File: config.mk
export PLATFORM = sky130hd
export DESIGN_NAME = gerador_varredura_vga
export DESIGN_NICKNAME = d
export VERILOG_FILES = /design/src/rtl/gerador_varredura_vga.sv
export SDC_FILE = /design/constraint.sdc
export NUM_CORES = 1
export LEC_CHECK = 0
export ABC_AREA = 1
export BUFFER_PORTS_ARGS = -buffer_cell sky130_fd_sc_hd__buf_4
export CORE_UTILIZATION = 30
export DETAILED_ROUTE_END_ITERATION = 10
export MAX_ROUTING_LAYER = met4
export PLACE_DENSITY = 0.6
export SYNTH_ARGS = -nofsm -noshare
export SYNTH_HDL_FRONTEND = slang
export SYNTH_SLANG_ARGS = --single-unit
File: constraint.sdc
create_clock -name clk -period 1.7 [get_ports clk]
set_input_delay 0.425 -clock clk [delete_from_list [all_inputs] [get_ports clk]]
set_output_delay 0.425 -clock clk [all_outputs]
set_load 0.03 [all_outputs]
File: src/rtl/gerador_varredura_vga.sv
// Raster scan generator for the VGA path: column/line counters, registered
// active-low hsync/vsync and an end-of-frame pulse, advancing on pixel_en.
module gerador_varredura_vga #(
  parameter int H_VISIVEL = 640,
  parameter int H_FRENTE  = 16,
  parameter int H_SINC    = 96,
  parameter int H_TRAS    = 48,
  parameter int V_VISIVEL = 480,
  parameter int V_FRENTE  = 10,
  parameter int V_SINC    = 2,
  parameter int V_TRAS    = 33
) (
  input  logic       clk,
  input  logic       reset_n,
  input  logic       pixel_en,
  output logic [9:0] x,
  output logic [9:0] y,
  output logic       hsync,
  output logic       vsync,
  output logic       fim_quadro
);

  localparam int H_TOTAL = H_VISIVEL + H_FRENTE + H_SINC + H_TRAS;
  localparam int V_TOTAL = V_VISIVEL + V_FRENTE + V_SINC + V_TRAS;

  generate
    if (H_TOTAL > 1024 || V_TOTAL > 1024) begin : g_limite_invalido
      $error("gerador_varredura_vga: H_TOTAL and V_TOTAL must both be <= 1024");
    end
  endgenerate

  localparam logic [9:0] H_ULTIMO     = 10'(H_TOTAL - 1);
  localparam logic [9:0] H_INI_FRENTE = 10'(H_VISIVEL);
  localparam logic [9:0] H_INI_SINC   = 10'(H_VISIVEL + H_FRENTE);
  localparam logic [9:0] H_INI_TRAS   = 10'(H_VISIVEL + H_FRENTE + H_SINC);
  localparam logic [9:0] V_ULTIMO     = 10'(V_TOTAL - 1);
  localparam logic [9:0] V_INI_FRENTE = 10'(V_VISIVEL);
  localparam logic [9:0] V_INI_SINC   = 10'(V_VISIVEL + V_FRENTE);
  localparam logic [9:0] V_INI_TRAS   = 10'(V_VISIVEL + V_FRENTE + V_SINC);

  typedef enum logic [1:0] {
    VISIVEL = 2'd0,
    FRENTE  = 2'd1,
    SINC    = 2'd2,
    TRAS    = 2'd3
  } fase_t;

  logic [9:0] x_q, x_d;
  logic [9:0] y_q, y_d;
  fase_t      h_fase_q, h_fase_d;
  fase_t      v_fase_q, v_fase_d;
  logic       hsync_q, hsync_d;
  logic       vsync_q, vsync_d;
  logic       fim_q, fim_d;
  logic       h_wrap;
  logic       v_wrap;

  // Sync and frame-end are derived from next-state values so they land on
  // the same edge as the counters that define them.
  always_comb begin
    x_d      = x_q;
    y_d      = y_q;
    h_fase_d = h_fase_q;
    v_fase_d = v_fase_q;
    hsync_d  = hsync_q;
    vsync_d  = vsync_q;
    fim_d    = fim_q;
    h_wrap   = (x_q == H_ULTIMO);
    v_wrap   = (y_q == V_ULTIMO);

    if (pixel_en) begin
      x_d = h_wrap ? 10'd0 : x_q + 10'd1;
      if (h_wrap) begin
        y_d = v_wrap ? 10'd0 : y_q + 10'd1;
      end

      case (h_fase_q)
        VISIVEL: if (x_d == H_INI_FRENTE) h_fase_d = FRENTE;
        FRENTE:  if (x_d == H_INI_SINC)   h_fase_d = SINC;
        SINC:    if (x_d == H_INI_TRAS)   h_fase_d = TRAS;
        TRAS:    if (h_wrap)              h_fase_d = VISIVEL;
        default:                          h_fase_d = VISIVEL;
      endcase

      if (h_wrap) begin
        case (v_fase_q)
          VISIVEL: if (y_d == V_INI_FRENTE) v_fase_d = FRENTE;
          FRENTE:  if (y_d == V_INI_SINC)   v_fase_d = SINC;
          SINC:    if (y_d == V_INI_TRAS)   v_fase_d = TRAS;
          TRAS:    if (v_wrap)              v_fase_d = VISIVEL;
          default:                          v_fase_d = VISIVEL;
        endcase
      end

      hsync_d = (h_fase_d != SINC);
      vsync_d = (v_fase_d != SINC);
      fim_d   = (x_d == H_ULTIMO) && (y_d == V_ULTIMO);
    end
  end

  always_ff @(posedge clk or negedge reset_n) begin
    if (!reset_n) begin
      x_q      <= 10'd0;
      y_q      <= 10'd0;
      h_fase_q <= VISIVEL;
      v_fase_q <= VISIVEL;
      hsync_q  <= 1'b1;
      vsync_q  <= 1'b1;
      fim_q    <= 1'b0;
    end else begin
      x_q      <= x_d;
      y_q      <= y_d;
      h_fase_q <= h_fase_d;
      v_fase_q <= v_fase_d;
      hsync_q  <= hsync_d;
      vsync_q  <= vsync_d;
      fim_q    <= fim_d;
    end
  end

  assign x          = x_q;
  assign y          = y_q;
  assign hsync      = hsync_q;
  assign vsync      = vsync_q;
  assign fim_quadro = fim_q;

endmodule

## Word level (Yosys, flattened, before mapping)

Index checks and enable logic that the tools add are counted.

| operators by class | value |
|---|---|
| add/sub/neg operators | 2 |
| equal/unequal tests | 18 |
| muxes and demuxes | 17 |
| reduce and logical (&&, ||, !) cells | 3 |

Operator list:

| kind | number |
|---|---|
| == test 10 bit, second input constant | 7 |
| 2-to-1 mux 10 bit | 4 |
| == test 10 x 9 -> 1 bit, second input constant | 3 |
| 2-to-1 mux 2 bit | 11 |
| adder 10 x 1 -> 10 bit, second input constant | 2 |
| case mux 2 bit (4 select lines) | 2 |
| == test 2 bit, second input constant | 4 |
| == test 2 x 1 -> 1 bit, second input constant | 2 |
| zero test 2 bit | 2 |
| inequality test 2 bit, second input constant | 2 |
| logical AND 1 bit | 1 |

| word-level totals | value |
|---|---|
| register bits after elaboration | 27 |
| input bits | 3 |
| output and inout bits | 23 |

## Logic depth before layout (Yosys ltp)

Gate-level depths: netlist of run 1.

| logic depth | value |
|---|---|
| depth after elaboration | 10 |
| depth in mapped cells | 15 |
| gate-level depth less buffers | 15 |

## Worst setup path after synthesis of run 1

OpenSTA, ideal clock, no wires.

| timing path | value |
|---|---|
| path type | register to register |
| start | register x_q[0] (netlist: x[0]) |
| end | register v_fase_q[0] |
| library setup time | 0.118 ns |
| data arrival time | 2.031 ns |
| data required time | 1.582 ns |
| slack | -0.449 ns |
| cell stages (with the launch flop) | 15 |
| period minus slack after synthesis | 2.149 ns |
| cell sequence | dfrtp_1 > ha_1 > nand2_2 > nor2_8 > nand2_4 > nor2_8 > nand3_2 > nand2_2 > nand3_2 > nor2_2 > nand2_1 > nand2_1 > nand3_1 > nand2_1 > nand2_1 |

| between the ends | value |
|---|---|
| word-level cells in the longest chain between the ends | 8 |

Ends and longest elaborated chain:

| item | RTL line | RTL |
|---|---|---|
| from (decl) | 48 | `logic [9:0] x_q, x_d;` |
| from (signal assigned) | 103 | `x_q <= 10'd0;` |
| from (signal assigned) | 111 | `x_q <= x_d;` |
| == test 10 bit (*) | 68 | `h_wrap = (x_q == H_ULTIMO);` |
| 2-to-1 mux 10 bit | 73 | `if (h_wrap) begin` |
| 2-to-1 mux 10 bit | 71 | `if (pixel_en) begin` |
| == test 10 x 9 -> 1 bit, on equally long branches | 89, 87, 88 |  |
| 2-to-1 mux 2 bit, on equally long branches | 89, 87, 88 |  |
| case mux 2 bit (4 select lines) | 86 | `case (v_fase_q)` |
| 2-to-1 mux 2 bit (*) | 85 | `if (h_wrap) begin` |
| 2-to-1 mux 2 bit (*) | 71 |  |
| to (signal assigned) | 114 | `v_fase_q <= v_fase_d;` |
| to (decl) | 51 | `fase_t v_fase_q, v_fase_d;` |

Mark *: on every way between the ends. The rest lies on a longest branch, timed or not. The select of a mux whose other input is x is not followed.
A chain may end at the register's enable or synchronous reset.

## Final worst setup path of run 1

| timing path | value |
|---|---|
| start | register y_q[1] (netlist: y[1]) |
| end | register v_fase_q[0] |

| between the ends | value |
|---|---|
| word-level cells in the longest chain between the ends | 9 |

Ends and longest elaborated chain:

| item | RTL line | RTL |
|---|---|---|
| from (decl) | 49 | `logic [9:0] y_q, y_d;` |
| from (signal assigned) | 112 | `y_q <= y_d;` |
| adder 10 x 1 -> 10 bit or == test 10 bit (tied branches) | 74, 69 |  |
| 2-to-1 mux 10 bit | 74 | `y_d = v_wrap ? 10'd0 : y_q + 10'd1;` |
| 2-to-1 mux 10 bit | 73 |  |
| 2-to-1 mux 10 bit | 71 |  |
| == test 10 x 9 -> 1 bit, on equally long branches | 89, 87, 88 |  |
| 2-to-1 mux 2 bit, on equally long branches | 89, 87, 88 |  |
| case mux 2 bit (4 select lines) (*) | 86 |  |
| 2-to-1 mux 2 bit (*) | 85 |  |
| 2-to-1 mux 2 bit (*) | 71 |  |

Marks and branches as above.

==> qor.csv, run 1 <==
stage;metric;value;unit
grt;grt_pass1_wl;10.4;mm
floorplanning;initial_utilization;0.310;
timing;rsz0062_at_grt;yes;
detailed_routing;wire_per_inst;12.6;um
run;max_cap_viol_count;0;
yosys;ys_types;32;
detailed_routing;drt_iter0_drc;139;
detailed_routing;dr_wl_met3;207;um
critical_path;max_stage_delay;0.44;ns
critical_path;cp_num_cells;15;
final_layout;layout.nets;428;
grt;grt_max_degree;28;
yosys;seq_area_frac_synth;0.324;
critical_path;path_common_cell;nand2_1;
yosys;ys_ff_latch;27;
detailed_routing;highest_layer;met4;
critical_path;crit_chain;inv_2, ha_4, nand2_2, nor2_2, nand4_1, nand2_2, nand2_1, nand2_1, nand2_1, nor3_2, nand2_1, nand2_1, nand3_1, nand2_1, nand2_1;
placed_design;numPortBuffers;25;
timing;fmax;495;MHz
floorplanning;die-width;85.6;um
timing;max_slew_margin;0.757;
clock_tree;cts_htree_levels;1;
critical_path;cp-start-kind;register;
clock_tree;cts_buffers;3;
critical_path;reg2reg_depth;15;
yosys;synth_edf_count;0;
floorplanning;coreArea;6760;sq um
critical_path;cp_top_family;simple AND/OR/NAND/NOR gates;
detailed_routing;via_per_inst;4.71;
yosys;synth-main-ff-cell;dfrtp_1;
power_and_ir_drop;peakVddDrop;0.674;mV
critical_path;crit_type;register to register;
yosys;synth_nets;323;
timing;drv_slew;0;
detailed_routing;wl_met1;3.00;mm
clock_tree;cts_tree;yes;
placed_design;dp.cells;472;
clock_tree;clockBufferDepth;2;
detailed_routing;drtAntennaViolNets;0;
timing;worst_pin_slew;0.365;ns
final_layout;drive_gt1_frac;0.422;
clock_tree;root_buffer;clkbuf_8;
detailed_routing;wl_met2;3.03;mm
timing;finalHoldViolCount;0;
power_and_ir_drop;power.total;0.00292;W
critical_path;cp_num_buf_inv;1;
floorplanning;io_pins;26;
placed_design;dpl_worst_slack;-0.249;ns
timing;final.setup_skew;0.00818;ns
placed_design;placed_cell_area;2830;sq um
critical_path;crit_slowest_cell;dfrtp_1;
critical_path;crit_fanout;4;
clock_tree;clock_sinks;27;
final_layout;instances_no_fill;499;
final_layout;fill_cells;670;
detailed_routing;vias;2349;
yosys;avgSynthCellArea;6.65;sq um
timing;fin_crit_sh;1.19;
grt;grt_pass1_vias;2247;
floorplanning;fp.dieH;85.6;um
min_path;hold_class;input pin to async pin;
timing;fin_ws;-0.322;ns
clock_tree;clock_latency;0.28;ns
placed_design;hpwl;4.55;mm
grt;antenna_found_initial;0;
power_and_ir_drop;p_leak;1.63;nW
floorplanning;dieArea;7320;sq um
final_layout;num_antenna_cells;0;
timing;period_needed;2.02;ns
placed_design;routabilityCongestion;0.900;
final_layout;area_growth;51.7;%
detailed_routing;drc;0;
critical_path;end_kind;register;
clock_tree;clkTransAtPathRegs;0.10;ns
clock_tree;cts_hold_buf;0;
critical_path;cp.required;1.88;ns
floorplanning;rows;30;
timing;setup_viol;10;
yosys;synthCells;315;
timing;hold_slack;0.0434;ns
final_layout;fin_area;3180;sq um
grt;grt_overflow;0;
detailed_routing;routed_wl;6.28;mm
status;failed_checks;setup timing;
status;status;complete, but fails checks;
yosys;synthArstFlopShare;1.00;
grt;grt_use_total;0.181;
detailed_routing;first_pass_iters;4;
yosys;ys.warnings.count;0;
power_and_ir_drop;powerDensity;918;nW/um^2
yosys;syn_area;2100;sq um
critical_path;crit_arrival;2.20;ns
repair_timing:
action	4_1_cts	5_1_grt
pin swaps	4	37
setup buffers	12	13
resized for setup	7	43
setup endpoints to repair	9	17
cell usage in the layout, fill, tap and decap left out, drive strengths merged:
| cell type | Yosys | routed |
|---|---|---|
| buf | 4 | 108 |
| nand2 | 106 | 106 |
| inv | 41 | 41 |
| nor2 | 37 | 37 |
| nand3 | 31 | 31 |
| o21ai | 31 | 31 |
| dfrtp | 25 | 25 |
| nand4 | 11 | 11 |
| nor3 | 8 | 8 |
| ha | 5 | 5 |
| a21oi | 3 | 3 |
| clkbuf | 4 | 3 |
| xor2 | 2 | 2 |
| o31ai | 2 | 2 |
| dfstp | 2 | 2 |
| clkinv | 1 | 2 |
| o211ai | 1 | 1 |
| or2 | 1 | 1 |
area by class of cell:
class,instances,area [sq um],share of cell area
multi-input cells,238,1350,0.425
clock buffers,3,41.3,0.0130
flip-flops and latches,27,686,0.216
repair buffers,108,837,0.263
well taps,80,100,0.0315
clock inverters,1,5.00,0.00157
inverters,42,160,0.0504
worst paths after layout:
kind / to / start / slack [ns]
setup / recovery: v_fase_q[0] / y[1] / -0.32
setup reg to reg: v_fase_q[0] / y[1] / -0.32
max in group asynchronous: vsync / reset_n / 1.34
hold / removal: y[4] / reset_n / 0.04
min in group clk: hsync / hsync / 0.49
hold reg to reg: hsync / hsync / 0.49
report_power, final:
part           internal [W]  switching (W)  leakage (nW)
logic              0.000715       0.000917          1.26
clock network      0.000165       0.000222        0.0255
registers          0.000764       0.000134         0.344
metal layers:
metal,GRT usage,up-vias
li1,-,1219
met1,0.235,1085
met2,0.310,41
met3,0.0231,4
met4,0.0258,0
met5,-,-
through the flow:
step / TNS [ns] / util
3_3_place_gp: -1.21 / 0.419
4_1_cts: -2.08 / 0.441
3_5_place_dp: -1.46 / 0.419
2_1_floorplan: -1.11 / -
6_report: -1.83 / 0.471
5_1_grt: -3.67 / 0.471
cells by family (layout without fill, tap and decap cells):
| family | Yosys count | after routing | share of synthesized area |
|---|---|---|---|
| flip-flops | 27 | 27 | 0.324 |
| buffers and inverters | 50 | 154 | 0.0955 |
| AND/OR/NAND/NOR | 194 | 194 | 0.449 |
| adder cells (fa/ha/maj) | 5 | 5 | 0.0299 |
| AO/OA/AOI/OAI | 37 | 37 | 0.0937 |
| XOR/XNOR | 2 | 2 | 0.00836 |
worst reg2reg max path, cell delays in order (launching register included):
cell and delay [ns]:
dfrtp_1 0.44, inv_2 0.10, ha_4 0.14, nand2_2 0.05
nor2_2 0.12, nand4_1 0.20, nand2_2 0.14, nand2_1 0.06
nand2_1 0.07, nand2_1 0.07, nor3_2 0.20, nand2_1 0.08
nand2_1 0.06, nand3_1 0.06, nand2_1 0.08, nand2_1 0.05
sequential cells by signal, indices dropped and copies added, names as in the netlist:
name and cells:
x 10, vsync 1, fim_quadro 1, y 10, h_fase_q 2, hsync 1
v_fase_q 2
synthesized netlist by cell type, types with 2 or more instances:
cell / number / area [sq um]
nand2_1: 98 / 368
inv_1: 36 / 135
nor2_1: 31 / 116
o21ai_0: 29 / 145
dfrtp_1: 25 / 626
nand3_1: 25 / 125
nand4_1: 11 / 68.8
nand2_2: 7 / 43.8
nor3_1: 6 / 30.0
ha_1: 5 / 62.6
nand3_2: 5 / 50.1
clkbuf_1: 4 / 15.0
inv_2: 4 / 15.0
a21oi_1: 3 / 15.0
nor2_8: 3 / 60.1
buf_2: 2 / 10.0
dfstp_2: 2 / 52.6
nor2_2: 2 / 12.5
nor3_2: 2 / 20.0
o31ai_1: 2 / 15.0
xor2_1: 2 / 17.5
(Power assumes the default switching activity.)
==> run 2, diff against run 1 <==
Settings changed: BUFFER_PORTS_ARGS -buffer_cell sky130_fd_sc_hd__buf_4 to default, DONT_BUFFER_PORTS from default to 1, PLACE_DENSITY 0.6 to 0.57.
==> run 2 against run 1 <==
- the flow still finishes with violations (setup timing)
- critical path depth decreased by 2
- cell count decreased by 1.6%
- non-clock buffer count decreased by 8
- register-to-register slack improved by 0.04 ns
- routed wire length increased by 2.4%
- clock skew decreased by 0.0042 ns
- clock power increased by 3%
- die area unchanged
- first-iteration DRC count decreased by 2.9%
- highest routed layer unchanged
==> qor.csv, run 2 (synthesized netlist as in run 1, its figures left out) <==
stage;metric;value;unit;change
status;status;complete, but fails checks;;unchanged
status;failed_checks;setup timing;;unchanged
floorplanning;die-width;85.6;um;unchanged
critical_path;end_kind;register;;unchanged
power_and_ir_drop;p_leak;1.61;nW;was 1.63 nW
final_layout;area_growth;57.1;%;was 51.7%
critical_path;crit_type;register to register;;unchanged
timing;drv_slew;0;;unchanged
power_and_ir_drop;powerDensity;880;nW/um^2;was 918 nW/um^2
detailed_routing;drtAntennaViolNets;0;;unchanged
detailed_routing;first_pass_iters;4;;unchanged
timing;max_slew_margin;0.771;;was 0.757
critical_path;reg2reg_depth;13;;was 15
critical_path;cp.required;1.93;ns;was 1.88 ns
final_layout;drive_gt1_frac;0.467;;was 0.422
placed_design;dp.cells;462;;was 472
final_layout;fin_util;0.487;;was 0.471
critical_path;crit_arrival;2.20;ns;about the same
final_layout;final_cell_mix;87 x buf_4, 83 x nand2_1, 34 x inv_1;;was 101 x buf_4, 90 x nand2_1, 33 x inv_1
final_layout;instances_no_fill;491;;was 499
grt;met2_usage;0.316;;was 0.310
final_layout;fill_cells;686;;was 670
detailed_routing;routed_wl;6.44;mm;was 6.28 mm
grt;use_met3;0.0221;;was 0.0231
grt;grt_pass1_vias;2211;;was 2,247
floorplanning;rows;30;;unchanged
floorplanning;io_pins;26;;unchanged
clock_tree;clkTransAtPathRegs;0.10;ns;about the same
detailed_routing;via_per_inst;4.85;;was 4.71
critical_path;crit_fanout;7;;was 4
detailed_routing;drt_iter0_drc;135;;was 139
timing;fmax;505;MHz;was 495 MHz
timing;setup_viol;9;;was 10
final_layout;layout.nets;420;;was 428
critical_path;cp-start-kind;register;;unchanged
floorplanning;fp.dieH;85.6;um;unchanged
detailed_routing;vias;2382;;was 2,349
floorplanning;dieArea;7320;sq um;unchanged
grt;antenna_found_initial;0;;unchanged
final_layout;num_antenna_cells;0;;unchanged
clock_tree;cts_htree_levels;1;;unchanged
run;max_cap_viol_count;0;;unchanged
grt;busiest_layer;met2;;unchanged
final_layout;final_common_cell;buf_4;;unchanged
power_and_ir_drop;peakVddDrop;0.813;mV;was 0.674 mV
critical_path;max_stage_delay;0.44;ns;about the same
timing;fin_crit_sh;1.16;;was 1.19
timing;final.setup_skew;0.00400;ns;was 0.00818 ns
clock_tree;cts_tree;yes;;unchanged
placed_design;routabilityCongestion;0.866;;was 0.900
placed_design;hpwl;4.65;mm;was 4.55 mm
clock_tree;root_buffer;clkbuf_8;;unchanged
timing;finalHoldViolCount;0;;unchanged
grt;global_route.usage.met1;0.246;;was 0.235
min_path;hold_path_depth;1;;
timing;period_needed;1.98;ns;was 2.02 ns
floorplanning;coreArea;6760;sq um;unchanged
clock_tree;clock_latency;0.28;ns;about the same
placed_design;numPortBuffers;0;;was 25
clock_tree;clock_sinks;27;;unchanged
detailed_routing;drc;0;;unchanged
clock_tree;cts_buffers;3;;unchanged
clock_tree;clockBufferDepth;2;;unchanged
grt;grt_use_total;0.188;;was 0.181
critical_path;crit_slowest_cell;dfrtp_2;;was dfrtp_1
floorplanning;initial_utilization;0.310;;unchanged
grt;grt_max_degree;28;;unchanged
timing;fin_ws;-0.279;ns;was -0.322 ns
grt;grt_overflow;0;;unchanged
detailed_routing;wire_per_inst;13.1;um;was 12.6 um
critical_path;crit_chain;ha_4, nand2_4, nor2_8, buf_4, buf_6, nand2_2, buf_4, o211ai_1, o31ai_1, nand3_1, nand2_2, nor2_2, nor2_1;;was inv_2, ha_4, nand2_2, nor2_2, nand4_1, nand2_2, nand2_1, nand2_1, nand2_1, nor3_2, nand2_1, nand2_1, nand3_1, nand2_1, nand2_1
grt;grt_pass1_wl;10.6;mm;was 10.4 mm
min_path;hold_class;input pin to register;;was input pin to async pin
timing;worst_pin_slew;0.343;ns;was 0.365 ns
timing;rsz0062_at_grt;yes;;unchanged
==> run 2: cell count changes in the layout (fill, tap and decap cells not counted), moves of 4 or more <==
| cell | before | now |
|---|---|---|
| buf_4 | 101 | 87 |
| buf_6 | 7 | 11 |
| nand2_1 | 90 | 83 |
| nand2_2 | 13 | 17 |
| nand3_1 | 20 | 15 |
| nor2_1 | 24 | 17 |
| nor2_4 | 3 | 9 |
==> run 2: final timing paths <==
kind | end | slack [ns] | startpoint
max in group asynchronous | hsync | 0.88 | reset_n
min reg2reg | v_fase_q[0] | 0.55 | v_fase_q[0]
min in group asynchronous | x[7] | 0.58 | reset_n
max reg2reg | hsync | -0.28 | x[1]
min | v_fase_q[1] | 0.21 | pixel_en
max | hsync | -0.28 | x[1]
==> run 2: worst max-delay path: cells and delay by family, from the launching register on <==
| family | cells | cell delay, ns |
|---|---|---|
| buf+inv | 3 | 0.35 |
| fa+ha+maj | 1 | 0.17 |
| simple gates | 7 | 0.55 |
| compound gates | 2 | 0.40 |
| flops | 1 | 0.44 |
==> run 2: where the power goes <==
part	total (W)	internal (W)	switching, W
Clock	0.000399	0.000169	0.000230
Combinational	0.00160	0.000674	0.000930
Sequential	0.000895	0.000766	0.000129
==> run 2: area by class of cell <==
cell class,instances,area (sq um),area share
Sequential cell,27,687,0.209
Timing Repair Buffer,100,807,0.245
Tap cell,80,100,0.0304
Inverter,42,161,0.0490
Multi-Input combinational cell,238,1490,0.453
Clock buffer,4,45.0,0.0137
==> run 2: per-layer routing <==
metal / vias to the layer above / routed length (um)
met3: 2 / 232
met4: 0 / 14
met5: - / 0
met1: 1133 / 2910
li1: 1204 / -
met2: 43 / 3280
==> run 2: through the flow <==
stage	setup TNS (ns)	setup WS, ns	power [W]	hold slack, ns	cell area (sq um)
after global routing	-2.89	-0.397	0.00310	0.201	3290
final	-1.55	-0.279	0.00290	0.210	3290
after CTS	-1.49	-0.248	0.00276	0.202	3010
after global placement	-1.19	-0.230	0.00224	0.130	2760
after detailed placement	-1.39	-0.269	0.00226	0.130	2760
after floorplan	-1.11	-0.226	0.00171	0.129	2130
==> run 2: what timing repair did <==
item	4_1_cts	5_1_grt
hold buffers	2	0
hold endpoints to repair	27	0
endpoints found under the setup margin	8	21
gates resized for setup	26	63
pin swaps	20	22
buffers inserted	14	11
==> run 3, diff against run 2 <==
Settings changed: CTS_BUF_LIST from default to sky130_fd_sc_hd__clkbuf_4.
==> run 3 against run 2 <==
- critical path depth increased by 1
- count of clock-buffer cells in the layout unchanged
- cell area increased by 1.7%
- register-to-register slack about the same
- first-iteration DRC count decreased by 24%
- sequential share of layout area decreased by 0.31 points
- via count increased by 0.59%
- non-clock buffer count unchanged
- clock skew decreased by 0.0011 ns
- the run still ends with setup timing left
- fmax increased by 0.14%
- critical endpoint unchanged
- combinational power increased by 4%
==> qor.csv, run 3 (synthesized netlist as in run 1, its figures left out) <==
stage;metric;value;unit;change
status;status;complete, but fails checks;;unchanged
status;failed_checks;setup timing;;unchanged
timing;period_needed;1.98;ns;about the same
critical_path;crit_fanout;8;;was 7
final_layout;num_antenna_cells;0;;unchanged
critical_path;cp.required;2.00;ns;was 1.93 ns
placed_design;dpl_worst_slack;-0.269;ns;unchanged
placed_design;dp.cells;462;;unchanged
final_layout;drive_gt1_frac;0.491;;was 0.467
floorplanning;fp.dieH;85.6;um;unchanged
critical_path;rr_endpoint;hsync;;unchanged
placed_design;hpwl;4.65;mm;unchanged
timing;setup_viol;11;;was 9
critical_path;crit_type;register to register;;unchanged
clock_tree;cts_tree;yes;;unchanged
timing;max_slew_margin;0.712;;was 0.771
placed_design;routabilityCongestion;0.866;;unchanged
detailed_routing;via_per_inst;4.88;;was 4.85
floorplanning;coreArea;6760;sq um;unchanged
power_and_ir_drop;powerDensity;864;nW/um^2;was 880 nW/um^2
run;max_cap_viol_count;0;;unchanged
grt;grt_overflow;0;;unchanged
floorplanning;rows;30;;unchanged
grt;grt_use_total;0.191;;was 0.188
timing;worst_pin_slew;0.431;ns;was 0.343 ns
grt;grt_pass1_vias;2282;;was 2,211
final_layout;fill_cells;674;;was 686
final_layout;final_common_cell;buf_4;;unchanged
detailed_routing;drc;0;;unchanged
critical_path;path_common_cell;nand3_4;;
critical_path;reg2reg_depth;14;;was 13
final_layout;area_growth;59.8;%;was 57.1%
final_layout;instances_no_fill;491;;unchanged
floorplanning;initial_utilization;0.310;;unchanged
final_layout;layout.nets;420;;unchanged
timing;drv_slew;0;;unchanged
timing;fin_ws;-0.276;ns;was -0.279 ns
clock_tree;clockBufferDepth;2;;unchanged
placed_design;numPortBuffers;0;;unchanged
clock_tree;clock_latency;0.34;ns;was 0.28 ns
detailed_routing;first_pass_iters;4;;unchanged
timing;hold_slack;0.135;ns;was 0.210 ns
critical_path;crit-reg2reg-launch;x[0];;was x[1]
timing;fmax;506;MHz;was 505 MHz
grt;grt_pass1_wl;10.8;mm;was 10.6 mm
power_and_ir_drop;p_leak;1.63;nW;was 1.61 nW
power_and_ir_drop;peakVddDrop;0.696;mV;was 0.813 mV
critical_path;crit_chain;ha_4, nand2_4, nor2_8, buf_6, nand3_4, buf_6, nand3_4, nand3_4, inv_4, nand4_1, nand2_1, nand2_2, nor2_2, nor2_1;;was ha_4, nand2_4, nor2_8, buf_4, buf_6, nand2_2, buf_4, o211ai_1, o31ai_1, nand3_1, nand2_2, nor2_2, nor2_1
critical_path;end_kind;register;;unchanged
final_layout;final_cell_mix;83 x buf_4, 77 x nand2_1, 33 x inv_1;;was 87 x buf_4, 83 x nand2_1, 34 x inv_1
detailed_routing;wire_per_inst;13.4;um;was 13.1 um
floorplanning;io_pins;26;;unchanged
clock_tree;clkTransAtPathRegs;0.17;ns;was 0.10 ns
min_path;hold_class;input pin to register;;unchanged
clock_tree;cts_htree_levels;1;;unchanged
timing;finalHoldViolCount;0;;unchanged
timing;final.setup_skew;0.00293;ns;was 0.00400 ns
detailed_routing;drtAntennaViolNets;0;;unchanged
floorplanning;dieArea;7320;sq um;unchanged
min_path;whs_endpoint;h_fase_q[1];;was v_fase_q[1]
critical_path;reg2reg_setup_slack;-0.28;ns;about the same
min_path;hp-start;pixel_en;;unchanged
critical_path;crit_slowest_cell;dfrtp_2;;unchanged
detailed_routing;routed_wl;6.58;mm;was 6.44 mm
clock_tree;root_buffer;clkbuf_4;;was clkbuf_8
critical_path;crit_arrival;2.28;ns;was 2.20 ns
critical_path;cp_num_cells;14;;was 13
min_path;hold_path_depth;1;;unchanged
critical_path;cp_num_buf_inv;3;;unchanged
floorplanning;die-width;85.6;um;unchanged
clock_tree;cts_buffers;3;;unchanged
timing;rsz0062_at_grt;yes;;unchanged
critical_path;max_stage_delay;0.43;ns;was 0.44 ns
grt;antenna_found_initial;0;;unchanged
detailed_routing;vias;2396;;was 2,382
detailed_routing;drt_iter0_drc;103;;was 135
grt;grt_max_degree;28;;unchanged
critical_path;cp-start-kind;register;;unchanged
timing;fin_crit_sh;1.16;;about the same
clock_tree;clock_sinks;27;;unchanged
critical_path;cp_top_family;simple AND/OR/NAND/NOR gates;;unchanged
run 3: cell types whose count changed in the layout (fill, tap and decap cells not counted), sizes merged:
| cell | change |
|---|---|
| clkinv | -1 |
| inv | +1 |
run 3: final cells by class:
type                    instances  area, sq um  area share
repair buffers                100          822       0.246
flip-flops and latches         27          688       0.206
inverters                      42          163      0.0486
well taps                      80          100      0.0299
clock buffers                   4         30.0     0.00897
multi-input cells             238         1550       0.462
run 3: power by group:
part           total [W]  internal, W  switching, W
combinational    0.00166     0.000706      0.000950
sequential      0.000904     0.000766      0.000138
clock           0.000332     0.000108      0.000224
total            0.00289      0.00158       0.00131
run 3: per-layer routing:
metal | GRT usage | part of all wire | vias to the layer above
met5 | - | 0 | -
met3 | 0.0269 | 0.049 | 12
met1 | 0.241 | 0.43 | 1120
met2 | 0.322 | 0.51 | 63
li1 | - | - | 1201
met4 | 0.0470 | 0.016 | 0
run 3: worst max path at each step:
stage,start,endpoint
floorplan,x[0],v_fase_q[0]
global placement,y[0],v_fase_q[0]
detailed placement,y[1],v_fase_q[0]
CTS,x[0],hsync
global route,y[0],v_fase_q[0]
finish,x[0],hsync
run 3: worst register-to-register path, cell delays in order, from the launching register on:
cell and delay [ns]:
dfrtp_2 0.43, ha_4 0.15, nand2_4 0.07, nor2_8 0.18
buf_6 0.13, nand3_4 0.16, buf_6 0.19, nand3_4 0.09
nand3_4 0.10, inv_4 0.06, nand4_1 0.09, nand2_1 0.10
nand2_2 0.06, nor2_2 0.10, nor2_1 0.05
run 3: what timing repair did:
action                                  4_1_cts  5_1_grt
endpoints found under the hold margin        27        0
hold buffers                                  2        0
setup buffers                                16        8
pin swaps                                    28       27
resized for setup                            37       73
endpoints found under the setup margin        8       21
run 3: through the flow:
step / setup TNS [ns] / utilization / power [W] / instance area (sq um)
final: -1.77 / 0.496 / 0.00289 / 3350
after global routing: -3.21 / 0.496 / 0.00308 / 3350
after CTS: -1.56 / 0.451 / 0.00271 / 3050
after detailed placement: -1.39 / 0.408 / 0.00226 / 2760
after global placement: -1.19 / 0.408 / 0.00224 / 2760
after floorplan: -1.11 / - / 0.00171 / 2130
